`src/rtl/input_logic_pkg.sv`:
```
// -----------------------------------------------------------------------------
// input_logic_pkg
// Shared types and defaults for the user-input front end of the 10-bit
// processor.
//   deb_state_t             : key debouncer state encoding
//   DATA_W                  : default switch bank / DATA width
//   DEBOUNCE_CYCLES_DEFAULT : default stable-cycle count (10 ms at 50 MHz)
// -----------------------------------------------------------------------------
package input_logic_pkg;

  localparam int DATA_W                  = 10;
  localparam int DEBOUNCE_CYCLES_DEFAULT = 500000;

  typedef enum logic [1:0] {
    RELEASED     = 2'd0,
    PRESS_WAIT   = 2'd1,
    PRESSED      = 2'd2,
    RELEASE_WAIT = 2'd3
  } deb_state_t;

endpackage : input_logic_pkg

```
`src/rtl/input_logic_if.sv`:
```
// -----------------------------------------------------------------------------
// input_logic_if
// Bundles the front-end signals between the board/controller side (master)
// and the input logic block (slave).
//   SW_RAW    : raw slide switches (asynchronous)
//   EXECb_RAW : raw Execute key, active-low, bouncy
//   PEEKb_RAW : raw Peek key, active-low, bouncy
//   DONE      : controller Clr, 1 = instruction complete
//   DATA      : registered switch word to the processor
//   EXEC      : single-cycle start pulse
//   PEEKb     : debounced Peek level, 1 = released
//   BUSY      : instruction in flight
// -----------------------------------------------------------------------------
interface input_logic_if #(
  parameter int DATA_W = input_logic_pkg::DATA_W
);

  logic [DATA_W-1:0] SW_RAW;
  logic              EXECb_RAW;
  logic              PEEKb_RAW;
  logic              DONE;
  logic [DATA_W-1:0] DATA;
  logic              EXEC;
  logic              PEEKb;
  logic              BUSY;

  modport master (
    output SW_RAW, EXECb_RAW, PEEKb_RAW, DONE,
    input  DATA, EXEC, PEEKb, BUSY
  );

  modport slave (
    input  SW_RAW, EXECb_RAW, PEEKb_RAW, DONE,
    output DATA, EXEC, PEEKb, BUSY
  );

endinterface : input_logic_if

```
`src/rtl/input_logic_key_debouncer.sv`:
```
// -----------------------------------------------------------------------------
// key_debouncer
// Synchronises one active-low push-button and accepts a level change only
// after DEBOUNCE_CYCLES consecutive stable samples.
//   CLK       : system clock
//   RSTb      : asynchronous active-low reset
//   raw_b     : raw key, active-low, asynchronous
//   level_b   : debounced level, 0 = pressed
//   press_evt : one-cycle pulse in the cycle the press is accepted
// -----------------------------------------------------------------------------
module key_debouncer
  import input_logic_pkg::*;
#(
  parameter int SYNC_STAGES     = 2,
  parameter int DEBOUNCE_CYCLES = DEBOUNCE_CYCLES_DEFAULT
) (
  input  logic CLK,
  input  logic RSTb,
  input  logic raw_b,
  output logic level_b,
  output logic press_evt
);

  // A single-cycle debounce still needs a 1-bit counter to exist.
  localparam int               CNT_W   = (DEBOUNCE_CYCLES > 1) ? $clog2(DEBOUNCE_CYCLES) : 1;
  localparam logic [CNT_W-1:0] CNT_MAX = CNT_W'(DEBOUNCE_CYCLES - 1);

  logic [SYNC_STAGES-1:0] sync_q;
  logic                   synced_b;
  deb_state_t             state_q, state_d;
  logic [CNT_W-1:0]       cnt_q, cnt_d;

  // Synchroniser: idle level of the key is 1 (released).
  always_ff @(posedge CLK or negedge RSTb) begin
    if (!RSTb) sync_q <= '1;
    else       sync_q <= {sync_q[SYNC_STAGES-2:0], raw_b};
  end

  assign synced_b = sync_q[SYNC_STAGES-1];

  // State register
  always_ff @(posedge CLK or negedge RSTb) begin
    if (!RSTb) begin
      state_q <= RELEASED;
      cnt_q   <= '0;
    end else begin
      state_q <= state_d;
      cnt_q   <= cnt_d;
    end
  end

  // Next-state logic; the counter saturates at CNT_MAX by leaving the wait state.
  always_comb begin
    state_d = state_q;
    cnt_d   = cnt_q;
    case (state_q)
      RELEASED: begin
        if (!synced_b) begin
          state_d = PRESS_WAIT;
          cnt_d   = '0;
        end
      end
      PRESS_WAIT: begin
        if (synced_b)              state_d = RELEASED;
        else if (cnt_q == CNT_MAX) state_d = PRESSED;
        else                       cnt_d   = cnt_q + 1'b1;
      end
      PRESSED: begin
        if (synced_b) begin
          state_d = RELEASE_WAIT;
          cnt_d   = '0;
        end
      end
      RELEASE_WAIT: begin
        if (!synced_b)             state_d = PRESSED;
        else if (cnt_q == CNT_MAX) state_d = RELEASED;
        else                       cnt_d   = cnt_q + 1'b1;
      end
      default: begin
        state_d = RELEASED;
        cnt_d   = '0;
      end
    endcase
  end

  // Outputs: level comes straight from the state register; press_evt marks
  // the PRESS_WAIT -> PRESSED transition so downstream can register it.
  always_comb begin
    level_b   = !((state_q == PRESSED) || (state_q == RELEASE_WAIT));
    press_evt = (state_q == PRESS_WAIT) && !synced_b && (cnt_q == CNT_MAX);
  end

endmodule : key_debouncer

```
`src/rtl/input_logic.sv`:
```
// -----------------------------------------------------------------------------
// input_logic
// User-input front end of the 10-bit processor: synchronises the slide
// switches, debounces Execute and Peek, and runs the EXEC/BUSY handshake
// with the controller's DONE.
//   CLK  : system clock
//   RSTb : asynchronous active-low reset
//   bus  : input_logic_if.slave (SW_RAW, EXECb_RAW, PEEKb_RAW, DONE in;
//          DATA, EXEC, PEEKb, BUSY out)
// -----------------------------------------------------------------------------
module input_logic #(
  parameter int DATA_W          = input_logic_pkg::DATA_W,
  parameter int SYNC_STAGES     = 2,
  parameter int DEBOUNCE_CYCLES = input_logic_pkg::DEBOUNCE_CYCLES_DEFAULT
) (
  input  logic          CLK,
  input  logic          RSTb,
  input_logic_if.slave  bus
);

  import input_logic_pkg::*;

  logic [DATA_W-1:0] sw_sync_q [SYNC_STAGES];
  logic              exec_press;
  logic              exec_level_unused;
  logic              peek_level_b;
  logic              exec_d, exec_q;
  logic              busy_d, busy_q;
  logic [DATA_W-1:0] data_d, data_q;

  // Switch synchroniser: not debounced, slide switches do not bounce harmfully.
  always_ff @(posedge CLK or negedge RSTb) begin
    if (!RSTb) begin
      for (int i = 0; i < SYNC_STAGES; i++) sw_sync_q[i] <= '0;
    end else begin
      sw_sync_q[0] <= bus.SW_RAW;
      for (int i = 1; i < SYNC_STAGES; i++) sw_sync_q[i] <= sw_sync_q[i-1];
    end
  end

  key_debouncer #(
    .SYNC_STAGES     (SYNC_STAGES),
    .DEBOUNCE_CYCLES (DEBOUNCE_CYCLES)
  ) u_exec_deb (
    .CLK       (CLK),
    .RSTb      (RSTb),
    .raw_b     (bus.EXECb_RAW),
    .level_b   (exec_level_unused),
    .press_evt (exec_press)
  );

  key_debouncer #(
    .SYNC_STAGES     (SYNC_STAGES),
    .DEBOUNCE_CYCLES (DEBOUNCE_CYCLES)
  ) u_peek_deb (
    .CLK       (CLK),
    .RSTb      (RSTb),
    .raw_b     (bus.PEEKb_RAW),
    .level_b   (peek_level_b),
    .press_evt ()
  );

  // Handshake: a press during BUSY (including the DONE cycle) is dropped.
  // DATA is captured in the EXEC cycle because busy_q is still 0 there.
  always_comb begin
    exec_d = exec_press && !busy_q;
    busy_d = busy_q;
    if (exec_d)                busy_d = 1'b1;
    else if (busy_q && bus.DONE) busy_d = 1'b0;
    data_d = busy_q ? data_q : sw_sync_q[SYNC_STAGES-1];
  end

  // Output register stage
  always_ff @(posedge CLK or negedge RSTb) begin
    if (!RSTb) begin
      exec_q <= 1'b0;
      busy_q <= 1'b0;
      data_q <= '0;
    end else begin
      exec_q <= exec_d;
      busy_q <= busy_d;
      data_q <= data_d;
    end
  end

  assign bus.DATA  = data_q;
  assign bus.EXEC  = exec_q;
  assign bus.BUSY  = busy_q;
  assign bus.PEEKb = peek_level_b;

endmodule : input_logic

```
`src/flat_wrapper.sv`:
```
// flat-port wrapper written by rule: the top's interface ports become plain ports
module input_logic_flat import input_logic_pkg::*;
#(
  parameter int DATA_W          = input_logic_pkg::DATA_W,
  parameter int SYNC_STAGES     = 2,
  parameter int DEBOUNCE_CYCLES = input_logic_pkg::DEBOUNCE_CYCLES_DEFAULT
)
  (CLK, RSTb, bus_SW_RAW, bus_EXECb_RAW, bus_PEEKb_RAW, bus_DONE, bus_DATA, bus_EXEC, bus_PEEKb, bus_BUSY);
  input_logic_if #(.DATA_W(DATA_W)) bus_i ();
  input  logic CLK;
  input  logic RSTb;
  input wire logic [$bits(bus_i.SW_RAW)-1:0] bus_SW_RAW;
  input wire logic [$bits(bus_i.EXECb_RAW)-1:0] bus_EXECb_RAW;
  input wire logic [$bits(bus_i.PEEKb_RAW)-1:0] bus_PEEKb_RAW;
  input wire logic [$bits(bus_i.DONE)-1:0] bus_DONE;
  output wire logic [$bits(bus_i.DATA)-1:0] bus_DATA;
  output wire logic [$bits(bus_i.EXEC)-1:0] bus_EXEC;
  output wire logic [$bits(bus_i.PEEKb)-1:0] bus_PEEKb;
  output wire logic [$bits(bus_i.BUSY)-1:0] bus_BUSY;
  assign bus_i.SW_RAW = bus_SW_RAW;
  assign bus_i.EXECb_RAW = bus_EXECb_RAW;
  assign bus_i.PEEKb_RAW = bus_PEEKb_RAW;
  assign bus_i.DONE = bus_DONE;
  assign bus_DATA = bus_i.DATA;
  assign bus_EXEC = bus_i.EXEC;
  assign bus_PEEKb = bus_i.PEEKb;
  assign bus_BUSY = bus_i.BUSY;
  input_logic #(.DATA_W(DATA_W), .SYNC_STAGES(SYNC_STAGES), .DEBOUNCE_CYCLES(DEBOUNCE_CYCLES)) u_core (.CLK(CLK), .RSTb(RSTb), .bus(bus_i));
endmodule
```
`config.mk`:
```
export PLATFORM = sky130hd
export DESIGN_NAME = input_logic_flat
export DESIGN_NICKNAME = d
export VERILOG_FILES = /design/src/rtl/input_logic_pkg.sv /design/src/rtl/input_logic_if.sv /design/src/rtl/input_logic_key_debouncer.sv /design/src/rtl/input_logic.sv /design/src/flat_wrapper.sv
export SDC_FILE = /design/constraint.sdc
export NUM_CORES = 1
export LEC_CHECK = 0
export ABC_AREA = 0
export ABC_CLOCK_PERIOD_IN_PS = 2200
export BUFFER_PORTS_ARGS = -buffer_cell sky130_fd_sc_hd__buf_2
export CAP_MARGIN = 20
export CORE_MARGIN = 5
export CORE_UTILIZATION = 45
export CTS_CLUSTER_SIZE = 30
export DETAILED_ROUTE_END_ITERATION = 7
export PLACE_DENSITY = 0.75
export SLEW_MARGIN = 10
export SYNTH_ARGS = -nofsm -noshare
export SYNTH_HDL_FRONTEND = slang
export SYNTH_SLANG_ARGS = --single-unit
export TNS_END_PERCENT = 20
```
`constraint.sdc`:
```
create_clock -name CLK -period 2.2 [get_ports CLK]
set_input_delay 0.44 -clock CLK [delete_from_list [all_inputs] [get_ports CLK]]
set_output_delay 0.44 -clock CLK [all_outputs]
set_load 0.02 [all_outputs]
```
* After elaboration in Yosys (flattened, before gate mapping) *
Cells that the tools add are included.

cells by class
  $add $sub $neg = 2
  equal/unequal tests = 20
  mux-type cells = 28
  reduce and logical (&&, ||, !) cells = 15

operators with widths
  cell                                                                    count
  19-bit 2-to-1 mux                                                       10
  19-bit one-hot mux with 4 select lines                                  2
  19-bit by 1-bit adder with 19-bit output (second input constant)        2
  19-bit equality test (second input constant)                            2
  2-bit 2-to-1 mux                                                        12
  2-bit != test (second input constant)                                   8
  2-bit one-hot mux with 4 select lines                                   2
  4-bit AND reduction                                                     4
  3-bit != test (second input constant)                                   4
  2-bit equality test (second input constant)                             4
  2-bit by 1-bit equality test with 1-bit output (second input constant)  2
  1-bit logical AND                                                       4
  2-bit zero test                                                         2
  1-bit zero test                                                         3
  1-bit 2-to-1 mux                                                        2
  2-bit nonzero test                                                      1
  1-bit logical OR                                                        1

storage, ports and cells
  flip-flop bits (word level) = 78
  input bits = 15
  word-level logic and storage cells = 76

* Longest topological paths before layout *
Gate-level depths: netlist of the first run.

  depth after elaboration = 5
  mapped depth = 6

* Cells and area by module *
From an unflattened synthesis of the first run, not the netlist that was laid out.

unflattened totals
  cell total of the unflattened synthesis = 324
  area, all modules = 3623.5 um^2

modules (own cells, without submodules)
  module         times used  cells an instance  area each (um^2)
  key_debouncer  2           139                1327.5
  input_logic    1           46                 968.4

* Least setup slack after synthesis of the first run *
No wires, ideal clock.

  kind = register to register
  from = register u_core.u_peek_deb.cnt_q[0]
  to = register u_core.u_peek_deb.cnt_q[18]
  arrival time = 2.016 ns
  data required time = 2.074 ns
  setup slack = 0.058 ns
  cell stages (with the launch flop) = 7
  buffers on the path = 1
  period minus slack after synthesis = 2.142 ns
  cells stage by stage = dfrtp_1 -> ha_1 -> nand3_1 -> or4_1 -> clkbuf_1 -> o311a_1 -> a221o_1

on the way
  cells in the longest elaborated chain, start to end = 4
  elaborated cells between the ends (all ways) = 6

ends and longest elaborated chain
  element                                                                           RTL line                                                          source
  from (decl)                                                                       input_logic_key_debouncer.sv:31                                   logic [CNT_W-1:0] cnt_q, cnt_d;
  from (signal assigned)                                                            input_logic_key_debouncer.sv:48                                   cnt_q <= cnt_d;
  19-bit by 1-bit adder with 19-bit output or 19-bit equality test (tied branches)  --
  19-bit 2-to-1 mux *                                                               input_logic_key_debouncer.sv:65, input_logic_key_debouncer.sv:76
  19-bit 2-to-1 mux, on equally long branches                                       input_logic_key_debouncer.sv:75, input_logic_key_debouncer.sv:64
  19-bit one-hot mux with 4 select lines *                                          input_logic_key_debouncer.sv:56                                   case (state_q)

Mark *: on every way between the ends. The rest lies on a longest branch, timed or not. The select of a mux whose other input is x is not followed.
A chain may end at the register's enable or synchronous reset.

* Worst setup path after layout of the first run *
Same ends and word-level chain as after synthesis.

==> insert_results.sql, run 1 <==
INSERT INTO impl_metrics (metric_group, metric, value, unit) VALUES
('run_status', 'run_status', 'complete, no violations', ''),
('final_layout', 'regArea', '1960', 'µm²'),
('global_routing', 'pin_count_of_the_biggest_net_entering_global_routing', '43', ''),
('die', 'initial_cell_density_of_the_core', '46.4', '%'),
('timing', 'worst_slew_margin_rel', '54.8', '%'),
('timing', 'finalClockSkew', '0.00781', 'ns'),
('final_layout', 'final_cell_area', '4130', 'µm²'),
('logic_synthesis', 'yosysWarnings', '0', ''),
('critical_path', 'worstPathCellList', 'ha_1 > nand3_1 > or4_4 > o311a_1 > a221o_1', ''),
('timing', 'rsz0062_at_grt', 'no', ''),
('final_layout', 'area.growth.synth_to_final', '15.1', '%'),
('critical_path', 'slowest_delay', '0.60', 'ns'),
('critical_path', 'startpoint_type', 'flop', ''),
('timing', 'timing_max_transition_violations_final', '0', ''),
('global_routing', 'grt_first_pass_wirelength', '12900', 'µm'),
('die', 'rows', '32', ''),
('logic_synthesis', 'synth_simple_gate_area_share', '19.2', '%'),
('route', 'wirelength', '7420', 'µm'),
('global_routing', 'global_route.overflow_total', '0', ''),
('clock_tree', 'cts_inserted_buffers', '9', ''),
('final_layout', 'multiInputGateArea', '1520', 'µm²'),
('placement', 'placement.io_buffers', '27', ''),
('pwr', 'power-per-cell-area', '677', 'nW/µm²'),
('critical_path', 'worstPathArrival', '2.30', 'ns'),
('die', 'die_width', '99.3', 'µm'),
('clock_tree', 'register_clock_pin_slew_on_the_reported_worst_setup_and_hold_paths', '0.08', 'ns'),
('route', 'drtIter0Drc', '103', ''),
('clock_tree', 'cts_htree_levels', '3', ''),
('die', 'die_height', '99.3', 'µm'),
('logic_synthesis', 'ys_seq_area_share', '54.6', '%'),
('timing', 'clock.fmax', '484', 'MHz'),
('logic_synthesis', 'ys_dominant_reg_cell', 'sky130_fd_sc_hd__dfrtp_1', ''),
('route', 'avgRoutedWirePerCell', '15.6', 'µm'),
('timing', 'finalSetupTns', '0', 'ns'),
('logic_synthesis', 'leading_post_synthesis_cells_by_cell_area', 'sky130_fd_sc_hd__dfrtp_1, sky130_fd_sc_hd__mux2i_1, sky130_fd_sc_hd__mux2_2', ''),
('clock_tree', 'clk_latency', '0.35', 'ns'),
('logic_synthesis', 'synth_enable_flop_cells', '0', ''),
('logic_synthesis', 'postSynthRegisterBits', '78', ''),
('logic_synthesis', 'synth_area', '3590', 'µm²'),
('critical_path', 'endpoint_kind', 'flop', ''),
('pwr', 'ir_worst_vdd', '0.474', 'mV'),
('critical_path', 'cp_data_required_time', '2.44', 'ns'),
('critical_path', 'timing.setup.critical_path_class', 'reg2reg', ''),
('final_layout', 'layout_commonest_cell', 'sky130_fd_sc_hd__dfrtp_1', ''),
('final_layout', 'filler_cell_count', '688', ''),
('logic_synthesis', 'postSynthCellCount', '329', ''),
('logic_synthesis', 'synth_top_cell_by_area', 'sky130_fd_sc_hd__dfrtp_1', ''),
('critical_path', 'slowest_stage', 'sky130_fd_sc_hd__or4_4', ''),
('placement', 'dpl-instance-area', '3940', 'µm²'),
('logic_synthesis', 'synth_compound_area_share', '13.3', '%'),
('placement', 'place_congestion', '0.923', ''),
('die', 'num_io_pins', '28', ''),
('timing', 'period_share', '94.0', '%'),
('logic_synthesis', 'synthMuxAreaShare', '7.78', '%'),
('flow_run', 'cap_violations', '0', ''),
('clock_tree', 'cts_sinks', '78', ''),
('global_routing', 'vias_in_the_first_global_route', '2769', ''),
('timing', 'worst-slew-pin-transition', '0.673', 'ns'),
('timing', 'period_needed', '2.07', 'ns'),
('clock_tree', 'clock-root-buffer', 'sky130_fd_sc_hd__clkbuf_8', ''),
('timing', 'timing_hold_violations_final', '0', ''),
('logic_synthesis', 'yosys.cell_types.count', '57', ''),
('route', 'remaining_drcs', '0', ''),
('final_layout', 'nNetsFinal', '386', ''),
('route', 'route.detailed.vias_per_inst', '5.82', ''),
('critical_path', 'crit_path_max_fanout', '8', ''),
('logic_synthesis', 'syn-mean-instance-area', '10.9', 'µm²'),
('logic_synthesis', 'synth_async_sr_flop_share', '100', '%'),
('route', 'ant_nets', '0', ''),
('pwr', 'p_leak', '1.80', 'nW'),
('final_layout', 'finalCoreUtilization', '53.4', '%');
-- kinds of logic after synthesis --
logic type / count (synthesis)
mux: 26
simple gates: 124
xor+xnor: 4
compound gates: 63
flops: 78
fa+ha+maj: 2
buf+inv: 32
-- worst max-delay path: cells and delay by family, from the launching register on --
kind	cells	cell delay, ns
AO/OA/AOI/OAI	2	0.60
adder cells (fa/ha/maj)	1	0.22
flip-flops	1	0.43
AND/OR/NAND/NOR	2	0.71
-- area by class of cell --
cell class / instances / area share [%]
clock buffer: 10 / 3.33
clock inverter: 6 / 1.09
inverter: 16 / 1.45
multi-input combinational: 219 / 36.7
sequential: 78 / 47.4
tap: 102 / 3.09
timing repair buffer: 45 / 6.91
-- routing by layer --
layer  track usage, %  wire [µm]
met5                0          0
met4             7.25         72
met3             4.56        445
met2             26.8       3700
met1             20.1       3190
-- metrics by stage --
stage          std cells  setup slack, ns  power (mW)
5_1_grt              476           0.0208        2.93
3_3_place_gp         460            0.107        1.83
6_report             476            0.133        2.80
2_1_floorplan        329           0.0580        1.74
3_5_place_dp         460           0.0644        1.84
4_1_cts              476           0.0483        2.83
-- flip-flops by register name (all words and copies together), names as in the netlist, named ones only --
signal and flops:
u_core.u_peek_deb.sync_q 2, u_core.bus.DATA 10, u_core.sw_sync_q 20, u_core.bus.EXEC 1
u_core.u_exec_deb.cnt_q 19, u_core.u_peek_deb.state_q 1, u_core.u_exec_deb.state_q 1, u_core.bus.BUSY 1
u_core.u_peek_deb.cnt_q 19, u_core.u_exec_deb.sync_q 2
-- timing repair --
item,in CTS,in global routing
hold buffers,0,0
buffers inserted,0,0
endpoints found under the setup margin,0,7
gates resized for setup,0,2
-- where the power goes --
group	internal (mW)	total, mW	switching (mW)
sequential	1.51	1.59	0.0793
clock	0.445	0.977	0.531
combinational	0.103	0.231	0.127
total	2.06	2.80	0.738
-- cell usage after synthesis (2+ instances only) --
master	n
sky130_fd_sc_hd__dfrtp_1	74
sky130_fd_sc_hd__nand2_1	30
sky130_fd_sc_hd__clkbuf_1	14
sky130_fd_sc_hd__inv_1	14
sky130_fd_sc_hd__mux2i_1	14
sky130_fd_sc_hd__nor4_1	14
sky130_fd_sc_hd__nand3_1	12
sky130_fd_sc_hd__nand4_1	12
sky130_fd_sc_hd__nor2_1	11
sky130_fd_sc_hd__nor3_1	11
sky130_fd_sc_hd__mux2_2	10
sky130_fd_sc_hd__or3_1	9
sky130_fd_sc_hd__o21ai_0	8
sky130_fd_sc_hd__a21o_1	7
sky130_fd_sc_hd__a22o_1	7
sky130_fd_sc_hd__o211ai_1	7
sky130_fd_sc_hd__o2bb2ai_1	6
sky130_fd_sc_hd__and4_1	5
sky130_fd_sc_hd__a211o_1	4
sky130_fd_sc_hd__dfstp_2	4
sky130_fd_sc_hd__or4_1	4
sky130_fd_sc_hd__a221o_1	3
sky130_fd_sc_hd__and3_1	3
sky130_fd_sc_hd__o22ai_1	3
sky130_fd_sc_hd__a21oi_1	2
sky130_fd_sc_hd__a2bb2oi_1	2
sky130_fd_sc_hd__a31oi_1	2
sky130_fd_sc_hd__and2_1	2
sky130_fd_sc_hd__ha_1	2
sky130_fd_sc_hd__inv_2	2
sky130_fd_sc_hd__o21ai_1	2
sky130_fd_sc_hd__o41ai_1	2
sky130_fd_sc_hd__xnor2_1	2
sky130_fd_sc_hd__xor2_1	2
-- path summary, 6_finish.rpt --
| path | from | slack (ns) | cells after the start | to |
|---|---|---|---|---|
| worst max-delay path | u_core.u_peek_deb.cnt_q[0]$_DFFE_PN0P_ | 0.13 | 5 | u_core.u_peek_deb.cnt_q[18]$_DFFE_PN0P_ |
| worst min-delay path | RSTb | 0.04 | 1 | u_core.bus.BUSY$_DFFE_PN0P_ |
| worst max register to register | u_core.u_peek_deb.cnt_q[0]$_DFFE_PN0P_ | 0.13 | 5 | u_core.u_peek_deb.cnt_q[18]$_DFFE_PN0P_ |
| worst min register to register | u_core.sw_sync_q[17]$_DFF_PN0_ | 0.35 | 0 | u_core.sw_sync_q[7]$_DFF_PN0_ |
| max in group asynchronous | RSTb | 1.51 | 2 | u_core.u_peek_deb.sync_q[1]$_DFF_PN1_ |
| min in group CLK | bus_PEEKb_RAW | 0.18 | 1 | u_core.u_peek_deb.sync_q[0]$_DFF_PN1_ |
Note: power is estimated with default switching activity, not from simulation.
==> run 2: changes to the inputs <==
--- a/config.mk
+++ b/config.mk
@@ -9,10 +9,11 @@
 export ABC_CLOCK_PERIOD_IN_PS = 2200
 export BUFFER_PORTS_ARGS = -buffer_cell sky130_fd_sc_hd__buf_2
 export CAP_MARGIN = 20
-export CORE_MARGIN = 5
+export CORE_MARGIN = 2
 export CORE_UTILIZATION = 45
 export CTS_CLUSTER_SIZE = 30
 export DETAILED_ROUTE_END_ITERATION = 7
+export MAX_ROUTING_LAYER = met4
 export PLACE_DENSITY = 0.75
 export SLEW_MARGIN = 10
 export SYNTH_ARGS = -nofsm -noshare
==> run 2 against run 1 <==
Against the previous run: highest routed layer unchanged; worst hold slack better by 0.052 ns; cell count increased by 0.63%; sequential cell count did not move; via count rose by 0.40%; sequential power is essentially flat; critical path depth did not move; critical path type unchanged.
==> insert_results.sql, run 2 (same netlist as run 1, synthesis figures left out) <==
INSERT INTO impl_metrics (metric_group, metric, value, unit) VALUES
('die', 'die_width', '93.3', 'µm'),
('critical_path', 'regToRegSetupSlack', '0.16', 'ns'),
('global_routing', 'grt_use_met1', '23.9', '%'),
('die', 'rows', '32', ''),
('timing', 'clock.fmax', '491', 'MHz'),
('pwr', 'p_leak', '1.83', 'nW'),
('route', 'avgRoutedWirePerCell', '15.7', 'µm'),
('critical_path', 'r2r_endpoint', 'u_core.u_peek_deb.cnt_q[18]$_DFFE_PN0P_', ''),
('global_routing', 'grt_first_pass_wirelength', '12900', 'µm'),
('timing', 'rsz0062_at_grt', 'no', ''),
('timing', 'fin_worst_hold_slack', '0.0932', 'ns'),
('run_status', 'run_status', 'complete, no violations', ''),
('critical_path', 'slowest_stage', 'sky130_fd_sc_hd__or4_4', ''),
('clock_tree', 'register_clock_pin_slew_on_the_reported_worst_setup_and_hold_paths', '0.09', 'ns'),
('hold_path', 'worst_hold_path_type', 'in2async', ''),
('critical_path', 'crit_end', 'u_core.u_peek_deb.cnt_q[18]$_DFFE_PN0P_', ''),
('critical_path', 'startpoint_type', 'flop', ''),
('final_layout', 'antenna_cells', '0', ''),
('route', 'routed-via-count', '2781', ''),
('die', 'die_height', '93.3', 'µm'),
('critical_path', 'timing.reg2reg.worst_path_depth', '5', ''),
('die', 'initial_cell_density_of_the_core', '46.4', '%'),
('route', 'drtPass1Iterations', '4', ''),
('clock_tree', 'cts-root-to-sink-buffers', '2', ''),
('final_layout', 'nNetsFinal', '389', ''),
('global_routing', 'globalRoute.busiestLayer', 'met2', ''),
('critical_path', 'crit_path_max_fanout', '8', ''),
('timing', 'setup_viol', '0', ''),
('clock_tree', 'holdBufCountCts', '0', ''),
('placement', 'pre_cts_slack', '0.0843', 'ns'),
('final_layout', 'registers.top_by_ff_count', 'u_core.sw_sync_q', ''),
('route', 'wirelength', '7510', 'µm'),
('clock_tree', 'cts_htree_levels', '3', ''),
('die', 'core-area', '7730', 'µm²'),
('critical_path', 'slowest_delay', '0.60', 'ns'),
('global_routing', 'grtUsageMet3', '5.16', '%'),
('clock_tree', 'cts_sinks', '78', ''),
('die', 'fp.dieArea', '8700', 'µm²'),
('final_layout', 'top_regs', 'u_core.sw_sync_q x20, u_core.u_exec_deb.cnt_q x19, u_core.u_peek_deb.cnt_q x19', ''),
('global_routing', 'vias_in_the_first_global_route', '2722', ''),
('global_routing', 'global_route.overflow_total', '0', ''),
('final_layout', 'final_layout_size_suffix_gt1_share', '22.8', '%'),
('placement', 'dp_wirelength', '5030', 'µm'),
('timing', 'period_needed', '2.04', 'ns'),
('clock_tree', 'clock-root-buffer', 'sky130_fd_sc_hd__clkbuf_8', ''),
('critical_path', 'crit_start', 'u_core.u_peek_deb.cnt_q[1]$_DFFE_PN0P_', ''),
('pwr', 'ir_worst_vdd', '0.507', 'mV'),
('critical_path', 'endpoint_kind', 'flop', ''),
('timing', 'worst-slew-pin-transition', '0.507', 'ns'),
('critical_path', 'rr_startpoint', 'u_core.u_peek_deb.cnt_q[1]$_DFFE_PN0P_', ''),
('clock_tree', 'cts_resized', '0', ''),
('timing', 'finalSetupTns', '0', 'ns'),
('timing', 'timing_hold_violations_final', '0', ''),
('final_layout', 'final_cell_area', '4160', 'µm²'),
('clock_tree', 'cts_inserted_buffers', '9', ''),
('critical_path', 'timing.setup.critical_path_class', 'reg2reg', ''),
('final_layout', 'largest_register_ffs', '20', ''),
('final_layout', 'layout_commonest_cell', 'sky130_fd_sc_hd__dfrtp_1', ''),
('route', 'ant_nets', '0', ''),
('global_routing', 'globalRouteMet2Util', '31.1', '%'),
('final_layout', 'layout_common_cells', 'sky130_fd_sc_hd__dfrtp_1, sky130_fd_sc_hd__nand2_1, sky130_fd_sc_hd__buf_2', ''),
('placement', 'dpl-instance-area', '3960', 'µm²'),
('global_routing', 'pin_count_of_the_biggest_net_entering_global_routing', '79', ''),
('final_layout', 'area.growth.synth_to_final', '15.9', '%'),
('pwr', 'power-per-cell-area', '685', 'nW/µm²'),
('timing', 'period_share', '92.6', '%'),
('critical_path', 'worstPathArrival', '2.27', 'ns'),
('placement', 'placement.io_buffers', '27', ''),
('timing', 'timing_max_transition_violations_final', '0', ''),
('timing', 'finalClockSkew', '0.0123', 'ns'),
('route', 'remaining_drcs', '0', ''),
('clock_tree', 'cts_tree', 'yes', ''),
('global_routing', 'global_route.usage.total', '19.3', '%'),
('route', 'route.detailed.vias_per_inst', '5.81', ''),
('timing', 'final_critical_path_setup_slack', '0.163', 'ns'),
('placement', 'place_congestion', '0.858', ''),
('timing', 'worst_slew_margin_rel', '65.9', '%'),
('clock_tree', 'clk_latency', '0.35', 'ns'),
('clock_tree', 'post_cts_repair_setup_buffers', '0', ''),
('critical_path', 'cp_data_required_time', '2.43', 'ns'),
('global_routing', 'grt_antenna_before_repair', '0', ''),
('critical_path', 'worstPathCellList', 'ha_1 > nand3_1 > or4_4 > o311a_1 > a221o_1', ''),
('die', 'num_io_pins', '28', ''),
('route', 'drtIter0Drc', '145', ''),
('flow_run', 'cap_violations', '0', '');
run 2: changes by cell type in the layout (fill, tap and decap cells not counted):
cell / previous run / this run
sky130_fd_sc_hd__inv_6: 2 / 4
sky130_fd_sc_hd__inv_8: 0 / 2
sky130_fd_sc_hd__clkbuf_8: 10 / 9
sky130_fd_sc_hd__buf_4: 18 / 21
sky130_fd_sc_hd__clkinvlp_4: 3 / 0
run 2: worst min path at each step:
| stage | startpoint | endpoint | slack, ns | cells past startpoint |
|---|---|---|---|---|
| after floorplan | RSTb | asynchronous set/reset pin | 0.14 | 0 |
| after global placement | u_core.sw_sync_q[17]$_DFF_PN0_ | u_core.sw_sync_q[7]$_DFF_PN0_ | 0.33 | 0 |
| after detailed placement | u_core.sw_sync_q[18]$_DFF_PN0_ | u_core.sw_sync_q[8]$_DFF_PN0_ | 0.33 | 0 |
| after CTS | RSTb | u_core.u_exec_deb.cnt_q[16]$_DFFE_PN0P_ | 0.11 | 2 |
| after global routing | RSTb | u_core.u_exec_deb.cnt_q[16]$_DFFE_PN0P_ | 0.11 | 2 |
| final | RSTb | u_core.u_exec_deb.cnt_q[16]$_DFFE_PN0P_ | 0.09 | 2 |
run 2: cell type report:
type                    count  area, µm²
inverters                  16       60.1
fillers                   672       3570
multi-input cells         219       1520
flip-flops and latches     78       1960
clock buffers               9        124
repair buffers             48        308
clock inverters             7       62.6
well taps                 102        128
run 2: metal layers:
metal | wire [µm] | vias to the layer above
met3 | 296 | 4
li1 | - | 1327
met4 | 54 | 0
met5 | 0 | -
met2 | 3870 | 63
met1 | 3290 | 1387
run 2: through the flow:
stage / std cells / utilization (%) / power, mW
after global routing: 479 / 53.8 / 2.97
after global placement: 463 / 51.2 / 1.83
after detailed placement: 463 / 51.2 / 1.85
after floorplan: 329 / - / 1.74
final: 479 / 53.8 / 2.85
after CTS: 479 / 53.6 / 2.87
run 2: power by group:
group / switching [mW] / internal [mW]
registers: 0.0715 / 1.51
logic: 0.132 / 0.108
clock network: 0.585 / 0.440
run 2: critical path, delay by kind of cell (launching register included):
| family | cells | cell delay, ns |
|---|---|---|
| AOI/OAI and AO/OA | 2 | 0.61 |
| adders and majority gates | 1 | 0.20 |
| DFF | 1 | 0.40 |
| and+or+nand+nor | 2 | 0.72 |
==> run 3: changes to the inputs <==
--- a/config.mk
+++ b/config.mk
@@ -10,11 +10,11 @@
 export BUFFER_PORTS_ARGS = -buffer_cell sky130_fd_sc_hd__buf_2
 export CAP_MARGIN = 20
 export CORE_MARGIN = 2
-export CORE_UTILIZATION = 45
+export CORE_UTILIZATION = 28
 export CTS_CLUSTER_SIZE = 30
 export DETAILED_ROUTE_END_ITERATION = 7
 export MAX_ROUTING_LAYER = met4
-export PLACE_DENSITY = 0.75
+export PLACE_DENSITY = 0.55
 export SLEW_MARGIN = 10
 export SYNTH_ARGS = -nofsm -noshare
 export SYNTH_HDL_FRONTEND = slang
==> run 3 against run 2 <==
Against the previous run: sequential cell count is the same; sequential share of layout area shrank 2.9 points; combinational power is 3% lower; largest power group is now clock.
==> insert_results.sql, run 3 (same netlist as run 1, synthesis figures left out) <==
INSERT INTO impl_metrics (metric_group, metric, value, unit) VALUES
('final_layout', 'layout_common_cells', 'sky130_fd_sc_hd__dfrtp_1, sky130_fd_sc_hd__nand2_1, sky130_fd_sc_hd__buf_2', ''),
('critical_path', 'r2r_endpoint', 'u_core.u_peek_deb.cnt_q[16]$_DFFE_PN0P_', ''),
('final_layout', 'filler_cell_count', '1269', ''),
('die', 'rows', '41', ''),
('critical_path', 'cpLargestDelayFamily', 'simple AND/OR/NAND/NOR gates', ''),
('timing', 'worst_slew_margin_rel', '62.2', '%'),
('global_routing', 'grt_first_pass_wirelength', '13000', 'µm'),
('route', 'wirelength', '7670', 'µm'),
('die', 'die_width', '117', 'µm'),
('route', 'remaining_drcs', '0', ''),
('clock_tree', 'post_cts_repair_setup_buffers', '0', ''),
('critical_path', 'crit_path_max_fanout', '5', ''),
('flow_run', 'cap_violations', '0', ''),
('final_layout', 'layout_commonest_cell', 'sky130_fd_sc_hd__dfrtp_1', ''),
('route', 'drtPass1Iterations', '4', ''),
('clock_tree', 'register_clock_pin_slew_on_the_reported_worst_setup_and_hold_paths', '0.06', 'ns'),
('run_status', 'run_status', 'complete, no violations', ''),
('final_layout', 'largest_register_ffs', '20', ''),
('critical_path', 'endpoint_kind', 'flop', ''),
('die', 'die_height', '117', 'µm'),
('critical_path', 'rr_startpoint', 'u_core.u_peek_deb.cnt_q[0]$_DFFE_PN0P_', ''),
('route', 'ant_nets', '0', ''),
('critical_path', 'timing.setup.critical_path_class', 'reg2reg', ''),
('critical_path', 'critical_path_depth', '6', ''),
('clock_tree', 'cts_inserted_buffers', '9', ''),
('global_routing', 'grt_antenna_before_repair', '0', ''),
('placement', 'place_congestion', '0.917', ''),
('critical_path', 'crit_end', 'u_core.u_peek_deb.cnt_q[16]$_DFFE_PN0P_', ''),
('final_layout', 'area.growth.synth_to_final', '23.5', '%'),
('clock_tree', 'cts_sinks', '78', ''),
('final_layout', 'registers.top_by_ff_count', 'u_core.sw_sync_q', ''),
('critical_path', 'startpoint_type', 'flop', ''),
('final_layout', 'antenna_cells', '0', ''),
('timing', 'fin_worst_hold_slack', '0.109', 'ns'),
('timing', 'period_share', '95.2', '%'),
('final_layout', 'final_layout_size_suffix_gt1_share', '23.7', '%'),
('critical_path', 'timing.reg2reg.worst_path_depth', '6', ''),
('critical_path', 'cp_data_required_time', '2.44', 'ns'),
('die', 'core-area', '12600', 'µm²'),
('timing', 'timing_max_transition_violations_final', '0', ''),
('pwr', 'p_leak', '1.90', 'nW'),
('critical_path', 'crit_start', 'u_core.u_peek_deb.cnt_q[0]$_DFFE_PN0P_', ''),
('global_routing', 'pin_count_of_the_biggest_net_entering_global_routing', '47', ''),
('global_routing', 'vias_in_the_first_global_route', '2656', ''),
('timing', 'final_critical_path_setup_slack', '0.105', 'ns'),
('critical_path', 'worstPathArrival', '2.34', 'ns'),
('global_routing', 'global_route.overflow_total', '0', ''),
('timing', 'period_needed', '2.09', 'ns'),
('timing', 'worst-slew-pin-transition', '0.566', 'ns'),
('route', 'drtIter0Drc', '189', ''),
('pwr', 'p_total', '3.53', 'mW'),
('clock_tree', 'cts_htree_levels', '3', ''),
('die', 'num_io_pins', '28', ''),
('critical_path', 'critPathBufInv', '1', ''),
('timing', 'finalClockSkew', '0.00897', 'ns'),
('pwr', 'ir_worst_vdd', '0.500', 'mV'),
('final_layout', 'nNetsFinal', '391', ''),
('timing', 'finalSetupTns', '0', 'ns'),
('final_layout', 'top_regs', 'u_core.sw_sync_q x20, u_core.u_exec_deb.cnt_q x19, u_core.u_peek_deb.cnt_q x19', ''),
('clock_tree', 'clock-root-buffer', 'sky130_fd_sc_hd__clkbuf_16', ''),
('die', 'fp.dieArea', '13700', 'µm²'),
('critical_path', 'slowest_stage', 'sky130_fd_sc_hd__or4_4', ''),
('timing', 'rsz0062_at_grt', 'yes', ''),
('route', 'routed-via-count', '2741', ''),
('global_routing', 'global_route.usage.total', '12.6', '%'),
('clock_tree', 'clk_latency', '0.33', 'ns'),
('hold_path', 'worst_hold_path_type', 'in2async', ''),
('critical_path', 'slowest_delay', '0.59', 'ns'),
('critical_path', 'worstPathCellList', 'ha_2 > nand3_1 > or4_4 > buf_4 > or3_1 > a2bb2oi_1', ''),
('timing', 'setup_viol', '0', ''),
('timing', 'clock.fmax', '477', 'MHz'),
('route', 'avgRoutedWirePerCell', '13.9', 'µm'),
('placement', 'dp_wirelength', '5140', 'µm'),
('clock_tree', 'cts-root-to-sink-buffers', '2', ''),
('placement', 'pre_cts_slack', '0.0523', 'ns'),
('pwr', 'power-per-cell-area', '796', 'nW/µm²'),
('route', 'route.detailed.vias_per_inst', '4.97', ''),
('placement', 'placement.io_buffers', '27', ''),
('critical_path', 'regToRegSetupSlack', '0.11', 'ns'),
('die', 'initial_cell_density_of_the_core', '28.5', '%'),
('clock_tree', 'cts_tree', 'yes', ''),
('timing', 'timing_hold_violations_final', '0', '');
run 3: worst min-delay path by stage:
stage | to | slack, ns | depth (start not counted)
3_3_place_gp | u_core.sw_sync_q[3]$_DFF_PN0_ | 0.33 | 0
3_5_place_dp | u_core.sw_sync_q[1]$_DFF_PN0_ | 0.33 | 0
5_1_grt | u_core.u_exec_deb.cnt_q[14]$_DFFE_PN0P_ | 0.14 | 1
4_1_cts | u_core.u_exec_deb.cnt_q[14]$_DFFE_PN0P_ | 0.12 | 1
6_report | u_core.bus.EXEC$_DFF_PN0_ | 0.11 | 1
2_1_floorplan | asynchronous set/reset pin | 0.14 | 0
run 3: area by class of cell:
| class | instances | area [µm²] | share of cell area, % |
|---|---|---|---|
| timing repair buffer | 50 | 323 | 7.29 |
| tap | 172 | 215 | 4.86 |
| multi-input combinational | 219 | 1530 | 34.5 |
| clock inverter | 5 | 104 | 2.34 |
| clock buffer | 11 | 243 | 5.48 |
| inverter | 16 | 60.1 | 1.36 |
| sequential | 78 | 1960 | 44.2 |
run 3: report_power, final:
part	total (mW)	switching, mW	internal [mW]
registers	1.59	0.0741	1.51
clock network	1.71	0.567	1.14
logic	0.234	0.129	0.105
total	3.53	0.770	2.76
run 3: routing by layer:
layer	wire, µm	part of all wire [%]	global-route usage, %
met1	3660	48	16.2
met2	3570	47	19.1
met5	0	0	-
met3	307	4.0	2.94
met4	129	1.7	5.57
run 3: per-stage QoR:
stage | instances | utilization (%) | instance area, µm²
2_1_floorplan | 329 | - | 3590
3_3_place_gp | 535 | 32.3 | 4060
3_5_place_dp | 535 | 32.3 | 4060
4_1_cts | 551 | 35.1 | 4410
5_1_grt | 551 | 35.3 | 4430
6_report | 551 | 35.3 | 4430
run 3: repair_timing:
action,in CTS,in global routing
setup endpoints to repair,0,6
hold buffers,0,0
resized for setup,0,5
